--- src/rtl/axis_ingress_fifo.sv ---
// axis_ingress_fifo
//
// Ingress buffer in front of the message controller. Raw 64-bit AXI-Stream beats
// (tdata/tkeep/tlast/tuser) are stored in a DEPTH-entry FIFO. The head entry is
// presented first-word-fall-through on the s_* side. Every packet's tkeep framing
// is checked on the way in. A packet with bad framing gets tuser forced high on
// its tlast beat, so the downstream error path (tlast && tuser) fires.
//
// Handshake: a beat moves on a port in the cycle where valid and ready are both
// high at the rising edge. valid never waits for ready. Once valid is raised,
// payload and valid stay stable until the transfer completes. ready may change
// freely. in_tready is !full, and s_tvalid is !empty. No beat passes straight
// through: the input side cannot write while the FIFO is full, even if the head
// is read in that cycle. The output side cannot read in the cycle an empty FIFO
// is written.
//
// Ports
//   clk, rst                 clock and asynchronous active-high reset
//   in_t*                    upstream AXI-Stream slave side
//   s_t*                     head-of-FIFO master side (to message controller)
//   level                    beats stored
//   almost_full              level >= AFULL_THRESH
//   pkt_count                tlast beats stored
//   keep_err                 one-cycle pulse after an illegal-tkeep beat is accepted
//   frame_state              current input framing state (observation only)

module axis_ingress_fifo #(
    parameter int DATA_WIDTH   = 64,
    parameter int TKEEP_WIDTH  = 8,
    parameter int DEPTH        = 8,
    parameter int AFULL_THRESH = 6
) (
    input  logic                        clk,
    input  logic                        rst,
    input  logic                        in_tvalid,
    output logic                        in_tready,
    input  logic [DATA_WIDTH-1:0]       in_tdata,
    input  logic [TKEEP_WIDTH-1:0]      in_tkeep,
    input  logic                        in_tlast,
    input  logic                        in_tuser,
    output logic                        s_tvalid,
    input  logic                        s_tready,
    output logic [DATA_WIDTH-1:0]       s_tdata,
    output logic [TKEEP_WIDTH-1:0]      s_tkeep,
    output logic                        s_tlast,
    output logic                        s_tuser,
    output logic [$clog2(DEPTH):0]      level,
    output logic                        almost_full,
    output logic [$clog2(DEPTH):0]      pkt_count,
    output logic                        keep_err,
    output logic [1:0]                  frame_state
);

    localparam int AW = $clog2(DEPTH);
    localparam int LW = AW + 1;
    localparam logic [LW-1:0] ONE     = LW'(1);
    localparam logic [LW-1:0] AFULL_L = LW'(AFULL_THRESH);
    localparam logic [TKEEP_WIDTH-1:0] KEEP_ONE = TKEEP_WIDTH'(1);

    // Input framing states
    localparam logic [1:0] ST_IDLE = 2'd0;
    localparam logic [1:0] ST_BODY = 2'd1;
    localparam logic [1:0] ST_BAD  = 2'd2;

    // Storage (contents are not reset; validity comes from the pointers)
    logic [DATA_WIDTH-1:0]  data_mem [DEPTH];
    logic [TKEEP_WIDTH-1:0] keep_mem [DEPTH];
    logic [DEPTH-1:0]       last_mem;
    logic [DEPTH-1:0]       user_mem;

    logic [LW-1:0] wr_ptr_q, wr_ptr_d;
    logic [LW-1:0] rd_ptr_q, rd_ptr_d;
    logic [LW-1:0] level_q, level_d;
    logic [LW-1:0] pkt_q, pkt_d;
    logic [1:0]    state_q, state_d;
    logic          keep_err_q, keep_err_d;

    logic [AW-1:0]          wr_addr;
    logic [AW-1:0]          rd_addr;
    logic                   full;
    logic                   empty;
    logic                   wr_en;
    logic                   rd_en;
    logic [TKEEP_WIDTH-1:0] keep_plus1;
    logic                   keep_all_ones;
    logic                   keep_last_ok;
    logic                   beat_illegal;
    logic                   store_user;

    assign wr_addr = wr_ptr_q[AW-1:0];
    assign rd_addr = rd_ptr_q[AW-1:0];

    // Pointers carry one extra wrap bit, so full and empty can be told apart
    // when the addresses are equal.
    assign full  = (wr_ptr_q[AW] != rd_ptr_q[AW]) && (wr_addr == rd_addr);
    assign empty = (wr_ptr_q == rd_ptr_q);

    // Reset clears the pointers, which would otherwise show "not full". The
    // explicit rst term holds in_tready low while reset is asserted.
    assign in_tready = !full && !rst;
    assign s_tvalid  = !empty;

    assign wr_en = in_tvalid && in_tready;
    assign rd_en = s_tvalid && s_tready;

    assign s_tdata = data_mem[rd_addr];
    assign s_tkeep = keep_mem[rd_addr];
    assign s_tlast = last_mem[rd_addr];
    assign s_tuser = user_mem[rd_addr];

    assign level       = level_q;
    assign pkt_count   = pkt_q;
    assign almost_full = (level_q >= AFULL_L);
    assign keep_err    = keep_err_q;
    assign frame_state = state_q;

    // A legal last-beat tkeep has the form 2^k-1 with k >= 1. Adding one to
    // such a value clears every bit that was set. For all-ones the add wraps
    // to zero, which is also legal.
    assign keep_plus1    = in_tkeep + KEEP_ONE;
    assign keep_all_ones = &in_tkeep;
    assign keep_last_ok  = (in_tkeep != '0) && ((in_tkeep & keep_plus1) == '0);
    assign beat_illegal  = in_tlast ? !keep_last_ok : !keep_all_ones;

    // The error mark is attached only to the tlast beat, because that is where
    // the consumer looks. Earlier beats keep the upstream tuser.
    assign store_user = in_tuser | (in_tlast & ((state_q == ST_BAD) | beat_illegal));

    always_comb begin
        wr_ptr_d   = wr_ptr_q;
        rd_ptr_d   = rd_ptr_q;
        level_d    = level_q;
        pkt_d      = pkt_q;
        state_d    = state_q;
        keep_err_d = wr_en && beat_illegal;

        if (wr_en) begin
            wr_ptr_d = wr_ptr_q + ONE;
        end
        if (rd_en) begin
            rd_ptr_d = rd_ptr_q + ONE;
        end

        case ({wr_en, rd_en})
            2'b10:   level_d = level_q + ONE;
            2'b01:   level_d = level_q - ONE;
            default: level_d = level_q;
        endcase

        case ({wr_en && in_tlast, rd_en && s_tlast})
            2'b10:   pkt_d = pkt_q + ONE;
            2'b01:   pkt_d = pkt_q - ONE;
            default: pkt_d = pkt_q;
        endcase

        // Framing FSM advances only on accepted beats.
        if (wr_en) begin
            case (state_q)
                ST_IDLE, ST_BODY: begin
                    if (in_tlast) begin
                        state_d = ST_IDLE;
                    end else if (beat_illegal) begin
                        state_d = ST_BAD;
                    end else begin
                        state_d = ST_BODY;
                    end
                end
                ST_BAD: begin
                    if (in_tlast) begin
                        state_d = ST_IDLE;
                    end
                end
                default: state_d = ST_IDLE;
            endcase
        end
    end

    always_ff @(posedge clk or posedge rst) begin
        if (rst) begin
            wr_ptr_q   <= '0;
            rd_ptr_q   <= '0;
            level_q    <= '0;
            pkt_q      <= '0;
            state_q    <= ST_IDLE;
            keep_err_q <= 1'b0;
        end else begin
            wr_ptr_q   <= wr_ptr_d;
            rd_ptr_q   <= rd_ptr_d;
            level_q    <= level_d;
            pkt_q      <= pkt_d;
            state_q    <= state_d;
            keep_err_q <= keep_err_d;
        end
    end

    always_ff @(posedge clk) begin
        if (wr_en) begin
            data_mem[wr_addr] <= in_tdata;
            keep_mem[wr_addr] <= in_tkeep;
            last_mem[wr_addr] <= in_tlast;
            user_mem[wr_addr] <= store_user;
        end
    end

endmodule
--- config.mk ---
export PLATFORM = sky130hd
export DESIGN_NAME = axis_ingress_fifo
export DESIGN_NICKNAME = d
export VERILOG_FILES = /design/src/rtl/axis_ingress_fifo.sv
export SDC_FILE = /design/constraint.sdc
export NUM_CORES = 1
export LEC_CHECK = 0
export CAP_MARGIN = 20
export CORE_ASPECT_RATIO = 0.8
export CORE_MARGIN = 4
export CORE_UTILIZATION = 58
export CTS_CLUSTER_SIZE = 8
export DETAILED_ROUTE_END_ITERATION = 10
export MAX_ROUTING_LAYER = met4
export PLACE_DENSITY = 0.79
export SYNTH_ARGS = -nofsm -noshare
export SYNTH_HDL_FRONTEND = slang
export SYNTH_SLANG_ARGS = --single-unit
--- constraint.sdc ---
create_clock -name clk -period 9.67 [get_ports clk]
set_input_delay 1.934 -clock clk [delete_from_list [all_inputs] [get_ports clk]]
set_output_delay 1.934 -clock clk [all_outputs]
set_load 0.02 [all_outputs]
==> impl_metrics.toml, run 1 <==
[clocking]
cts_buffers = 86
clockRootBuffer = "clkbuf_16"
cts_sinks = 611
clock_path_buffers = 3
clkTransAtPathRegs_ns = 0.05
cts_resized = 0
cts_hold_buf = 0
clk_latency_ns = 0.57
htreeDepth = 3
cts_tree = "built"
postCtsSetupBuffers = 0

[global_route]
grt_start_max_net_pins = 80
grt_pass1_vias = 11423
grt_pass1_wl_mm = 69.0
grt_use_total_pct = 21.7
antenna_found_initial = 1
grt-ovfl-total = 0

[final_layout]
drive_gt1_share_pct = 27.8
syn_to_final_growth_pct = 19.3
fin_nets = 1299
fillers = 2324
regArea_um2 = 18300
multi_input_area_um2 = 4920

[sta]
finalWorstSetupSlack_ns = 3.88
worst_pin_slew_ns = 1.13
finalCritPeriodShare_pct = 59.9
rsz0062_at_grt = "false"
slew_headroom_pct = 24.4
final.setup.tns_ns = 0
fmax_mhz = 173
min_period_ns = 5.79
hold_viol = 0
slew_viol_final = 0
setup_viol = 0
skew_ns = 0.0120

[critical_path]
timing_worst_setup_path_type = "reg -> out"
cp_slowest_stage_delay_ns = 0.87
cpMaxStageDelayCell = "buf_4"
worstPathMaxFanout = 75
crit_family = "buffers and inverters"
path_buf_inv = 3
start_kind = "flip-flop"
crit_chain = "buf_16 -> buf_4 -> mux4_1 -> mux2_2 -> clkdlybuf4s50_1"
critical_path_required_ns = 7.74
endpoint_kind = "output pin"
arrival_ns = 3.86

[route]
ant_nets = 0
wirelength_mm = 44.9
first_pass_iters = 5
via_count = 10599
remaining_drc_errors = 0
initialDrtViolationCount = 957
post_drt_wl_per_cell_um = 25.3
via_per_inst = 5.98

[logic_synthesis]
ys_types = 36
yosys_warnings = 0
synth_nets = 1075
async_reset_ff_share_pct = 3.11
yosysTopAreaCell = "edfxtp_1"
synth_common_cells = "592 x edfxtp_1, 146 x mux4_2, 76 x mux2_2, 19 x dfrtp_1, 18 x buf_2"
avgSynthCellArea_um2 = 23.8
synth_cells = 987
ys_seq_area_share_pct = 77.7
netlist_area_um2 = 23500
yosysMostFrequentCell = "edfxtp_1"
synth-edff-count = 592
ys_ff_latch = 611
synth_top_cell_area_share_pct = 75.7
synth_flop_cell = "edfxtp_1"
synth.area.top_cells = "edfxtp_1 76%, mux4_2 14%, mux2_2 3.6%"

[placed_design]
io_buffer_count = 165
place_ws_ns = 4.21
gp_congestion = 0.764
hpwl_mm = 22.8

[pwr]
p_leak_nw = 9.03
peakVddDrop_mv = 0.235
powerDensity_nw_per_um2 = 309
power_mw = 8.66

[die]
initial_utilization_pct = 59.2
io_pins = 166
die_area_um2 = 43800
die_h_um = 188
num_rows = 65
die_x_um = 233
placeableCoreArea_um2 = 39700

[flow_run]
maxCapViolCount = 0

[hold_path]
hold_class = "reg -> reg"

[status]
status = "finished clean"
[registers in the layout (all words and copies together) (netlist names), 4 cells and up]
signal     count
keep_mem      64
data_mem     512
pkt_count      4
rd_ptr_q       4
user_mem       8
last_mem       8
wr_ptr_q       4
level          4
[stage by stage]
step / area (µm²) / util (%) / std cells / hold slack, ns
3_3_place_gp: 25700 / 64.7 / 1658 / 0.476
4_1_cts: 28000 / 70.6 / 1771 / 0.480
6_report: 28000 / 70.6 / 1773 / 0.477
3_5_place_dp: 25700 / 64.7 / 1658 / 0.463
2_1_floorplan: 23500 / - / 987 / 0.462
5_1_grt: 28000 / 70.6 / 1773 / 0.510
[worst paths after layout]
path	start	endpoint	slack (ns)	cells after the start
max	rd_ptr_q[1]$_DFFE_PP0P_	s_tdata[50]	3.88	5
min	pkt_count[3]$_DFFE_PP0P_	pkt_count[3]$_DFFE_PP0P_	0.48	1
min in group asynchronous	rst	level[3]$_DFFE_PP0P_	1.86	2
max reg2reg	rd_ptr_q[2]$_DFFE_PP0P_	data_mem[3][62]$_DFFE_PP_	5.84	5
min reg2reg	pkt_count[3]$_DFFE_PP0P_	pkt_count[3]$_DFFE_PP0P_	0.48	1
max in group asynchronous	rst	rd_ptr_q[1]$_DFFE_PP0P_	7.26	2
[cells in the final DEF, fill, tap and decap left out, drive strengths merged]
| cell | count |
|---|---|
| dfrtp | 19 |
| inv | 10 |
| nor2 | 16 |
| nor2b | 2 |
| and2 | 2 |
| clkinvlp | 1 |
| buf | 18 |
| nand4 | 4 |
| xnor2 | 11 |
| o21bai | 1 |
| nand3 | 1 |
| clkdlybuf4s50 | 165 |
| a21o | 3 |
| mux4 | 148 |
| fa | 2 |
| o21ai | 3 |
| nand2 | 14 |
| mux2 | 76 |
| diode | 1 |
| mux2i | 4 |
| ha | 8 |
| o41a | 1 |
| a41oi | 1 |
| a21oi | 2 |
| a221o | 1 |
| edfxtp | 592 |
| a31oi | 1 |
| nor3 | 3 |
| o221ai | 1 |
| xor2 | 7 |
| nand2b | 3 |
| nor4 | 2 |
| clkbuf | 112 |
| nor4b | 1 |
| clkinv | 1 |
[area by class of cell]
cell class / instances / share of cell area [%]
clock inverters: 1 / 0.0268
repair buffers: 183 / 6.44
well taps: 536 / 2.39
multi-input cells: 318 / 17.6
clock buffers: 112 / 8.25
inverters: 11 / 0.165
flip-flops and latches: 611 / 65.2
diodes: 1 / 0.00893
[kinds of logic after synthesis]
logic type | Yosys count | synth area share [%]
XOR/XNOR | 18 | 0.671
AND/OR/NAND/NOR | 48 | 0.948
buffers and inverters | 58 | 1.60
AO/OA/AOI/OAI | 14 | 0.469
multiplexers | 228 | 18.0
adder cells (fa/ha/maj) | 10 | 0.596
flip-flops | 611 | 77.7
[power by group]
group          total (mW)  switching [mW]  internal (mW)
logic                2.71            1.30           1.40
clock network        2.60           0.969           1.63
registers            3.35           0.188           3.16
[metal layers]
layer	vias up	track usage [%]	routed length (µm)
met1	5588	30.9	19000
met2	353	33.1	22200
met3	56	4.47	3100
met4	0	5.10	625
li1	4602	-	-
met5	-	-	0
Note: power is estimated with default switching activity, not from simulation.
==> run 2, diff against run 1 <==
clock period = 6 ns   (was 9.67 ns; I/O delays follow)
==> run 2 against run 1 <==
  * Non-clock buffer count increased by 1
  * Global-route usage increased by 0.80 points
  * Sequential share of layout area decreased by 0.26 points
  * Critical path depth decreased by 1
  * Combinational power increased by 63%
==> impl_metrics.toml, run 2 (synthesis results as in run 1) <==
[critical_path]
critical_path_required_ns = 4.80
arrival_ns = 3.45
cpMaxStageDelayCell = "dfrtp_4"
endpoint_kind = "output pin"
cp_slowest_stage_delay_ns = 1.01
timing_worst_setup_path_type = "reg -> out"
crit_chain = "buf_4 -> mux4_1 -> mux2_2 -> clkdlybuf4s50_1"
start_kind = "flip-flop"
worstPathMaxFanout = 42

[sta]
hold_viol = 0
skew_ns = 0.0200
slew_headroom_pct = 27.8
slew_viol_final = 0
fmax_mhz = 215
rsz0062_at_grt = "false"
setup_viol = 0
min_period_ns = 4.65
whs_ns = 0.481
final.setup.tns_ns = 0
finalCritPeriodShare_pct = 77.6
worst_pin_slew_ns = 1.08

[placed_design]
gp_congestion = 0.748
hpwl_mm = 23.4
io_buffer_count = 165
dp.cells = 1660

[route]
remaining_drc_errors = 0
wirelength_mm = 46.3
first_pass_iters = 5
ant_nets = 0
via_count = 10725
via_per_inst = 6.05
post_drt_wl_per_cell_um = 26.1
initialDrtViolationCount = 967

[global_route]
grt_start_max_net_pins = 154
grt_pass1_vias = 11717
grt_use_total_pct = 22.5
grt_pass1_wl_mm = 71.6
antenna_found_initial = 3
grt-ovfl-total = 0

[clocking]
cts_resized = 0
clk_latency_ns = 0.58
cts_buffers = 86
clock_path_buffers = 3
htreeDepth = 3
cts_hold_buf = 0
cts_tree = "built"
clkTransAtPathRegs_ns = 0.05
cts_sinks = 611
postCtsSetupBuffers = 0
clockRootBuffer = "clkbuf_16"

[hold_path]
hold_class = "reg -> reg"

[die]
initial_utilization_pct = 59.2
die_area_um2 = 43800
placeableCoreArea_um2 = 39700
io_pins = 166
num_rows = 65
die_h_um = 188
die_x_um = 233

[final_layout]
syn_to_final_growth_pct = 19.8
fin_nets = 1300
largest-register = "data_mem"
reg.largest.list = "data_mem x512, keep_mem x64"
drive_gt1_share_pct = 28.2
largest_register_ffs = 512
finish.utilization_pct = 70.9
mostFrequentLayoutCells = "592 x edfxtp_1, 165 x clkdlybuf4s50_1, 146 x mux4_2"
final_common_cell = "edfxtp_1"
stdcell_count = 1773

[pwr]
power_mw = 14.0
powerDensity_nw_per_um2 = 499
peakVddDrop_mv = 0.352
p_leak_nw = 9.07

[flow_run]
maxCapViolCount = 0

[status]
status = "finished clean"
[run 2: worst max-delay path: cells and delay by family, from the launching register on]
kind / cells / cell delay [ns]
buffers and inverters: 2 / 0.96
flip-flops: 1 / 1.01
multiplexers: 2 / 0.88
[run 2: power by group]
group	leakage (nW)	switching [mW]	internal, mW	total, mW
registers	5.57	0.334	5.10	5.43
clock network	1.13	1.58	2.62	4.21
logic	2.36	2.10	2.30	4.41
[run 2: per-stage QoR]
stage	setup WS [ns]	instance area, µm²
finish	1.35	28100
global route	1.13	28100
CTS	1.24	28100
detailed placement	1.87	25800
global placement	1.88	25800
floorplan	0.699	23500
[run 2: worst paths after layout]
check | startpoint | end | slack [ns] | depth (start not counted)
min in group asynchronous | rst | pkt_count[3]$_DFFE_PP0P_ | 1.13 | 2
max | rd_ptr_q[0]$_DFFE_PP0P_ | s_tdata[50] | 1.35 | 4
min | pkt_count[3]$_DFFE_PP0P_ | pkt_count[3]$_DFFE_PP0P_ | 0.48 | 1
max in group asynchronous | rst | rd_ptr_q[0]$_DFFE_PP0P_ | 4.31 | 2
min reg2reg | pkt_count[3]$_DFFE_PP0P_ | pkt_count[3]$_DFFE_PP0P_ | 0.48 | 1
max reg2reg | rd_ptr_q[0]$_DFFE_PP0P_ | data_mem[5][25]$_DFFE_PP_ | 2.38 | 6
[run 2: area by class of cell]
type / count / area [µm²]
clock buffer: 105 / 2290
inverter: 11 / 46.3
fill: 2306 / 11500
sequential: 611 / 18300
antenna: 3 / 7.51
multi-input combinational: 318 / 4930
clock inverter: 5 / 42.5
timing repair buffer: 184 / 1890
tap: 536 / 671
[run 2: metal layers]
layer	vias to the layer above	track usage, %	routed length [µm]
met4	0	6.14	1020
met1	5639	31.3	18800
li1	4602	-	-
met3	79	4.60	3220
met2	405	34.8	23300
met5	-	-	0
==> run 3, diff against run 2 <==
CORE_UTILIZATION = 53   (was 58)
PLACE_DENSITY = 0.76   (was 0.79)
clock period = 4 ns   (was 6 ns; I/O delays follow)
==> run 3 against run 2 <==
  * Critical path depth is the same
  * Clock-buffer cell count up 8
  * Sequential cell count stayed put
  * Power grew 51%
  * Global-route usage shrank 1.5 points
  * Combinational power is 54% higher
  * Core utilization shrank 5.6 points
  * Cell area grew 0.87%
  * Hold slack improved by 0.0024 ns
  * Setup slack got worse by 1.1 ns
  * Critical path type unchanged
  * Critical endpoint is now s_tuser
  * Largest power group unchanged
==> impl_metrics.toml, run 3 (synthesis results as in run 1) <==
[status]
status = "finished clean"

[critical_path]
critical_path_required_ns = 3.20
cpMaxStageDelayCell = "clkdlybuf4s50_1"
cp_slowest_stage_delay_ns = 0.62
rrSetupSlack_ns = 0.74
timing_worst_setup_path_type = "reg -> out"
worstPathMaxFanout = 57
arrival_ns = 3.00
start_kind = "flip-flop"
endpoint_kind = "output pin"
crit_chain = "buf_12 -> mux4_2 -> mux2_2 -> clkdlybuf4s50_1"

[clocking]
clock_path_buffers = 3
cts_tree = "built"
cts_resized = 0
cts_hold_buf = 0
cts_sinks = 611
postCtsSetupBuffers = 0
clk_latency_ns = 0.61
clockRootBuffer = "clkbuf_16"
cts_buffers = 86
clkTransAtPathRegs_ns = 0.05
htreeDepth = 3

[global_route]
grt_use_total_pct = 20.9
grt_start_max_net_pins = 61
grt-ovfl-total = 0
antenna_found_initial = 2
grt_pass1_vias = 11665
grt_pass1_wl_mm = 72.5

[sta]
setup_viol = 0
worst_pin_slew_ns = 0.793
skew_ns = 0.0132
finalCritPeriodShare_pct = 95.0
fmax_mhz = 263
hold_viol = 0
min_period_ns = 3.80
slew_headroom_pct = 47.1
slew_viol_final = 0
rsz0062_at_grt = "false"

[route]
wirelength_mm = 47.0
post_drt_wl_per_cell_um = 25.4
dr_wl_met3_mm = 3.15
ant_nets = 0
dr.max_layer_used = "met4"
met2_length_mm = 22.9
via_per_inst = 5.82
via_count = 10763
met1_length_mm = 20.1
initialDrtViolationCount = 853
first_pass_iters = 5
remaining_drc_errors = 0

[die]
die_x_um = 243
placeableCoreArea_um2 = 43500
die_h_um = 196
initial_utilization_pct = 54.0
io_pins = 166
die_area_um2 = 47800
num_rows = 68

[placed_design]
dpl_cell_area_um2 = 26000
dp.cells = 1727
io_buffer_count = 165
hpwl_mm = 24.5
gp_congestion = 0.760

[final_layout]
mostFrequentLayoutCells = "592 x edfxtp_1, 165 x clkdlybuf4s50_1, 146 x mux4_2"
reg.largest.list = "data_mem x512, keep_mem x64"
stdcell_count = 1850
final_common_cell = "edfxtp_1"
final_cell_area_um2 = 28400
largest_register_ffs = 512
drive_gt1_share_pct = 28.4
fin_nets = 1308
largest-register = "data_mem"
syn_to_final_growth_pct = 20.8

[flow_run]
maxCapViolCount = 0

[pwr]
powerDensity_nw_per_um2 = 746
peakVddDrop_mv = 0.491
p_leak_nw = 9.13
power_mw = 21.2

[hold_path]
hold_class = "reg -> reg"
run 3: cell count changes in the layout (fill, tap and decap cells not counted), sizes merged:
cell / change
buf: +8
clkbuf: +8
clkinv: +3
diode: -1
run 3: power breakdown:
group | internal, mW | switching [mW]
logic | 3.48 | 3.33
clock network | 3.89 | 2.50
registers | 7.64 | 0.345
run 3: metrics by stage:
stage | TNS (ns) | utilization (%) | setup slack [ns] | hold slack (ns)
global route | 0 | 65.3 | 0.0894 | 0.494
global placement | 0 | 59.9 | 0.737 | 0.478
detailed placement | 0 | 59.9 | 0.695 | 0.468
floorplan | -245.80 | - | -0.901 | 0.462
finish | 0 | 65.3 | 0.202 | 0.483
CTS | 0 | 65.3 | 0.153 | 0.483
run 3: worst max-delay path: cells and delay by family, from the launching register on:
kind	cells	cell delay, ns
multiplexers	2	0.86
flip-flops	1	0.45
buffers and inverters	2	0.99
run 3: path summary, 6_finish.rpt:
check,start,cells past startpoint,endpoint
max reg2reg,rd_ptr_q[0]$_DFFE_PP0P_,10,pkt_count[3]$_DFFE_PP0P_
max in group asynchronous,rst,2,rd_ptr_q[0]$_DFFE_PP0P_
max,rd_ptr_q[0]$_DFFE_PP0P_,4,s_tuser
min reg2reg,pkt_count[3]$_DFFE_PP0P_,1,pkt_count[3]$_DFFE_PP0P_
min,pkt_count[3]$_DFFE_PP0P_,1,pkt_count[3]$_DFFE_PP0P_
min in group asynchronous,rst,2,pkt_count[2]$_DFFE_PP0P_
run 3: layout make-up:
class,instances,area (µm²)
tap,595,744
fill,2757,15100
sequential,611,18300
antenna,2,5.00
clock buffer,113,2250
inverter,11,46.3
multi-input combinational,318,4930
timing repair buffer,192,2040
clock inverter,8,103
run 3: routing by layer:
metal	up-vias	GRT usage, %
li1	4627	-
met1	5692	29.0
met2	353	32.1
met3	91	5.07
met4	0	5.26
met5	-	-
